`src/rtl/shift_pkg.sv`:
```
// Shared definitions for the shift stage: data widths, op encodings and the
// request record held in the input FIFO.
package shift_pkg;

    localparam int DATA_W  = 16;
    localparam int SHAMT_W = 4;
    localparam int OPCNT_W = 16;

    typedef enum logic [1:0] {
        OP_SLL = 2'b00,
        OP_SRA = 2'b01,
        OP_ROR = 2'b10,
        OP_SRL = 2'b11
    } shift_op_e;

    typedef logic [DATA_W-1:0] word_t;

    typedef struct packed {
        shift_op_e            op;
        word_t                data;
        logic [SHAMT_W-1:0]   shamt;
    } shift_req_t;

endpackage

```
`src/rtl/shift_core.sv`:
```
// Combinational 16-bit shifter: a 1/2/4/8 log cascade for left shifts and a
// matching cascade for SRA/SRL/ROR right shifts.
module shift_core
    import shift_pkg::*;
(
    input  shift_op_e          op,
    input  word_t              data,
    input  logic [SHAMT_W-1:0] shamt,
    output word_t              result
);

    // One fixed-distance right stage; the fill source depends on the op.
    function automatic word_t right_step(input word_t v, input shift_op_e kind,
                                         input int unsigned amt);
        word_t r;
        case (kind)
            OP_SRA:  r = word_t'($signed(v) >>> amt);
            OP_ROR:  r = (v >> amt) | (v << (DATA_W - amt));
            default: r = v >> amt;
        endcase
        return r;
    endfunction

    word_t l_acc;
    word_t r_acc;

    always_comb begin
        // NOTE: every variable gets a value before any condition, so no latch is inferred.
        l_acc  = data;
        r_acc  = data;
        // NOTE: blocking '=' is deliberate in combinational logic; each stage reads the previous stage's value.
        if (shamt[0]) begin
            l_acc = l_acc << 1;
            r_acc = right_step(r_acc, op, 1);
        end
        if (shamt[1]) begin
            l_acc = l_acc << 2;
            r_acc = right_step(r_acc, op, 2);
        end
        if (shamt[2]) begin
            l_acc = l_acc << 4;
            r_acc = right_step(r_acc, op, 4);
        end
        if (shamt[3]) begin
            l_acc = l_acc << 8;
            r_acc = right_step(r_acc, op, 8);
        end
        result = (op == OP_SLL) ? l_acc : r_acc;
    end

endmodule

```
`src/rtl/shift_stage.sv`:
```
// Pipelined shift stage: input FIFO, registered result with valid/ready
// handshake, flush, and a count of completed output handshakes.
module shift_stage
    import shift_pkg::*;
#(
    parameter int DEPTH = 2
) (
    input  logic               clk,
    input  logic               rst_n,
    input  logic               in_valid,
    output logic               in_ready,
    input  logic [1:0]         in_op,
    input  logic [DATA_W-1:0]  in_data,
    input  logic [SHAMT_W-1:0] in_shamt,
    input  logic               flush,
    output logic               out_valid,
    input  logic               out_ready,
    output logic [DATA_W-1:0]  out_data,
    output logic [OPCNT_W-1:0] op_cnt
);

    localparam int PTR_W = $clog2(DEPTH);
    localparam int OCC_W = PTR_W + 1;
    localparam logic [OCC_W-1:0] OCC_FULL = OCC_W'(DEPTH);

    shift_req_t       fifo_mem [DEPTH];
    logic [PTR_W-1:0] wr_ptr;
    logic [PTR_W-1:0] rd_ptr;
    logic [OCC_W-1:0] occ;
    logic [OCC_W-1:0] occ_next;

    shift_req_t in_req;
    shift_req_t head_req;
    word_t      head_result;
    logic       push;
    logic       pop;
    logic       head_valid;
    logic       out_fire;

    assign in_req     = '{op: shift_op_e'(in_op), data: in_data, shamt: in_shamt};
    assign head_req   = fifo_mem[rd_ptr];
    assign head_valid = (occ != '0);

    // in_ready depends only on registered occupancy, never on out_ready.
    assign in_ready = (occ < OCC_FULL);
    assign out_fire = out_valid && out_ready;
    assign push     = in_valid && in_ready && !flush;
    assign pop      = head_valid && (!out_valid || out_ready) && !flush;

    shift_core u_core (
        .op     (head_req.op),
        .data   (head_req.data),
        .shamt  (head_req.shamt),
        .result (head_result)
    );

    always_comb begin
        occ_next = occ;
        case ({push, pop})
            2'b10:   occ_next = occ + OCC_W'(1);
            2'b01:   occ_next = occ - OCC_W'(1);
            default: occ_next = occ;
        endcase
    end

    // NOTE: FIFO storage is not reset; occupancy and pointers alone decide which entries are live.
    always_ff @(posedge clk) begin
        if (push) begin
            fifo_mem[wr_ptr] <= in_req;
        end
    end

    always_ff @(posedge clk) begin
        if (!rst_n) begin
            wr_ptr    <= '0;
            rd_ptr    <= '0;
            occ       <= '0;
            out_valid <= 1'b0;
            out_data  <= '0;
            op_cnt    <= '0;
        end else if (flush) begin
            wr_ptr    <= '0;
            rd_ptr    <= '0;
            occ       <= '0;
            out_valid <= 1'b0;
        end else begin
            occ <= occ_next;
            if (push) begin
                wr_ptr <= wr_ptr + PTR_W'(1);
            end
            if (pop) begin
                rd_ptr    <= rd_ptr + PTR_W'(1);
                out_valid <= 1'b1;
                out_data  <= head_result;
            end else if (out_fire) begin
                out_valid <= 1'b0;
            end
            if (out_fire) begin
                op_cnt <= op_cnt + OPCNT_W'(1);
            end
        end
    end

endmodule

```
`config.mk`:
```
export PLATFORM = sky130hd
export DESIGN_NAME = shift_stage
export DESIGN_NICKNAME = d
export VERILOG_FILES = /design/src/rtl/shift_pkg.sv /design/src/rtl/shift_core.sv /design/src/rtl/shift_stage.sv
export SDC_FILE = /design/constraint.sdc
export NUM_CORES = 1
export LEC_CHECK = 0
export CAP_MARGIN = 40
export CORE_MARGIN = 2
export CORE_UTILIZATION = 40
export DETAILED_ROUTE_END_ITERATION = 8
export SLEW_MARGIN = 30
export SYNTH_ARGS = -nofsm -noshare
export SYNTH_HDL_FRONTEND = slang
export SYNTH_HIERARCHICAL = 1
export SYNTH_SLANG_ARGS = --single-unit
```
`constraint.sdc`:
```
create_clock -name clk -period 3.3 [get_ports clk]
set_input_delay 0.66 -clock clk [delete_from_list [all_inputs] [get_ports clk]]
set_output_delay 0.66 -clock clk [all_outputs]
set_load 0.01 [all_outputs]
```
==> results.md <==
- Status: completed
- Net count after synthesis: 529
- Routability congestion estimate from global placement: 0.956
- Area growth from synthesis to layout: 20.3%
- Critical Path RT: 3.53 ns
- Post CTS Setup Buffer Count: 0
- Fraction of layout cells with a size suffix above 1: 0.160
- Kind of critical path: flop to flop
- Yosys reg bits: 82
- Core ar.: 12600 um^2
- Crit path DAT: 3.10 ns
- Worst vdd ir: 0.255 mV
- PD cells: 403 nW/um^2
- Fill cell count: 1171
- DR pass1 iterations: 5
- Post-synthesis cell count: 497
- Total congestion overflow: 0
- CTS tree: yes
- Hold_buf cts: 0
- Clk sink count: 82
- Synth cell count leaders: nand2_1 (55), edfxtp_1 (44), nor2_1 (40)
- Pre-CTS setup slack: 0.486 ns
- Drt drc: 0
- Post-synth ARST share: 0
- First-pass GRT wire length: 20600 um
- RSZ-0062 raised after global routing: no
- Die W: 117 um
- Final worst path period share: 0.868
- Worst Max-Slew Pin Slew: 0.644 ns
- Mapped cell area: 5120 um^2
- Reg area: 2080 um^2
- Cell count after placement: 713
- DP Wirelength: 9530 um
- Top post-synthesis cells by area: edfxtp_1 (26%), dfxtp_1 (15%), mux2_2 (7.7%)
- DR iter-0 viols: 338
- Setup TNS: 0 ns
- Nets: 584
- Crit path max fanout: 18
- Worst Setup Start Kind: flop
- Clk Latency, worst-skew pair: 0.34 ns
- CP endpoint kind: flop
- Fin util: 0.490
- Fmax: 349 MHz
- Routed len/inst: 17.8 um
- Total Routing Usage GR: 0.200
- Register area share after synthesis: 0.407
- Largest net degree at the start of global routing: 34
- EDFF count, synth: 44
- Final count of pins violating max slew: 0
- Power Total: 2.48 mW
- Antenna diode count: 0
- Maxcap violations: 0
- Yosys warnings: 6
- FP Rows: 41
- Die area: 13700 um^2
- H-tree levels: 3
- Total clock buffers created by CTS: 9
- Hold Fails Final Rpt: 0
- Worst Skew: 0.00614 ns
- Fin cells: 729
- Starting Density: 0.407
- Multi-input logic area: 2800 um^2
- I/O pin cnt: 61
- Vias/cell: 5.72
- Area after DPL: 5880 um^2
- Antenna violations before repair: 0
- Final WS setup: 0.436 ns
- Via Count: 4172
- Clock tree buffer depth: 2
- Worst slew margin: 0.570
- Yosys top cell by area: edfxtp_1
- Fin Hold WS: 0.453 ns
- Design Area, Final: 6160 um^2
- Worst-path clk slew: 0.06 ns
- Die Ht: 117 um
- Most frequent cell after synthesis: nand2_1
- Port Buffers: 60
- Hold WC Path Type: flop to flop
- Detailed-route wire length: 13000 um
- Post-CTS resize count: 0
- Final ANT Viol Nets: 0
- Synthesized area per cell: 10.3 um^2
- Period minus WS final: 2.86 ns
- Vias in the first global route: 3949
- Final setup fails: 0
- Cell variety after synth: 71
- LEAKAGE: 2.10 nW
- Share of the synthesized area in the top cell type: 0.258
- Main synth FF type: edfxtp_1
- CTS root buf: clkbuf_16
[placed cells by master (no fill, tap or decap), types with 4 or more instances in the layout]
cell,count
a21oi_1,33
nor3_1,13
inv_1,13
edfxtp_1,44
nand4_1,4
o32ai_1,6
nand3_1,12
o21ai_1,4
nor2_1,38
clkbuf_16,9
nand2b_1,5
a31oi_1,4
mux4_2,11
clkdlybuf4s50_1,60
mux2_1,8
nor2b_1,4
o21ai_0,11
and2_1,4
nand2_1,55
mux2i_1,26
xnor2_1,12
mux2_2,35
or3_1,6
ha_1,5
buf_4,15
dfxtp_1,38
a211oi_1,8
o22ai_1,5
[path summary, 6_finish.rpt]
path                                  from  cells past startpoint  slack (ns)                        end
hold reg to reg   out_data[7]$_SDFFE_PN0P_                      2        0.45   out_data[7]$_SDFFE_PN0P_
hold / removal    out_data[7]$_SDFFE_PN0P_                      2        0.45   out_data[7]$_SDFFE_PN0P_
setup reg to reg                      flop                      9        0.44  out_data[13]$_SDFFE_PN0P_
setup / recovery                      flop                      9        0.44  out_data[13]$_SDFFE_PN0P_
[sequential cells by signal, summed over array words and instances, names as in the netlist, named ones only]
signal,flops
fifo_mem,44
op_cnt,16
out_data,16
occ,2
out_valid,1
rd_ptr,1
wr_ptr,1
[final cells by class]
cell class / instances / share of cell area
tap: 172 / 0.0350
clock buffer: 12 / 0.0384
inverter: 15 / 0.00935
timing repair buffer: 76 / 0.118
multi-input combinational: 368 / 0.454
sequential: 82 / 0.338
clock inverter: 4 / 0.00691
[worst max-delay path, cell delays in order (launching register included)]
cell	delay (ns)
dfxtp_1	0.41
buf_4	0.30
mux2_2	0.44
mux2_4	0.32
a311oi_4	0.48
o21ai_2	0.17
a41oi_2	0.33
a32oi_1	0.15
nand2_1	0.09
a21oi_1	0.07
[logic make-up (layout without fill, tap and decap cells)]
| kind of cell | Yosys count | count (layout) | share of synthesized area |
|---|---|---|---|
| AO/OA/AOI/OAI | 106 | 106 | 0.144 |
| XOR/XNOR | 14 | 14 | 0.0240 |
| adder cells (fa/ha/maj) | 5 | 5 | 0.0122 |
| buffers and inverters | 47 | 107 | 0.0477 |
| flip-flops | 82 | 82 | 0.407 |
| multiplexers | 84 | 84 | 0.212 |
| AND/OR/NAND/NOR | 159 | 159 | 0.153 |
[power by group]
group	switching [mW]	internal (mW)	total, mW
registers	0.00749	1.10	1.11
logic	0.239	0.187	0.427
clock network	0.372	0.580	0.952
[metal layers]
layer	wire, um	up-vias	global-route usage	share of wire
li1	-	1988	-	-
met1	5760	2000	0.277	0.44
met2	6150	159	0.306	0.47
met3	756	25	0.0350	0.058
met4	337	0	0.0941	0.026
met5	0	-	0	0
(Power assumes the default switching activity.)
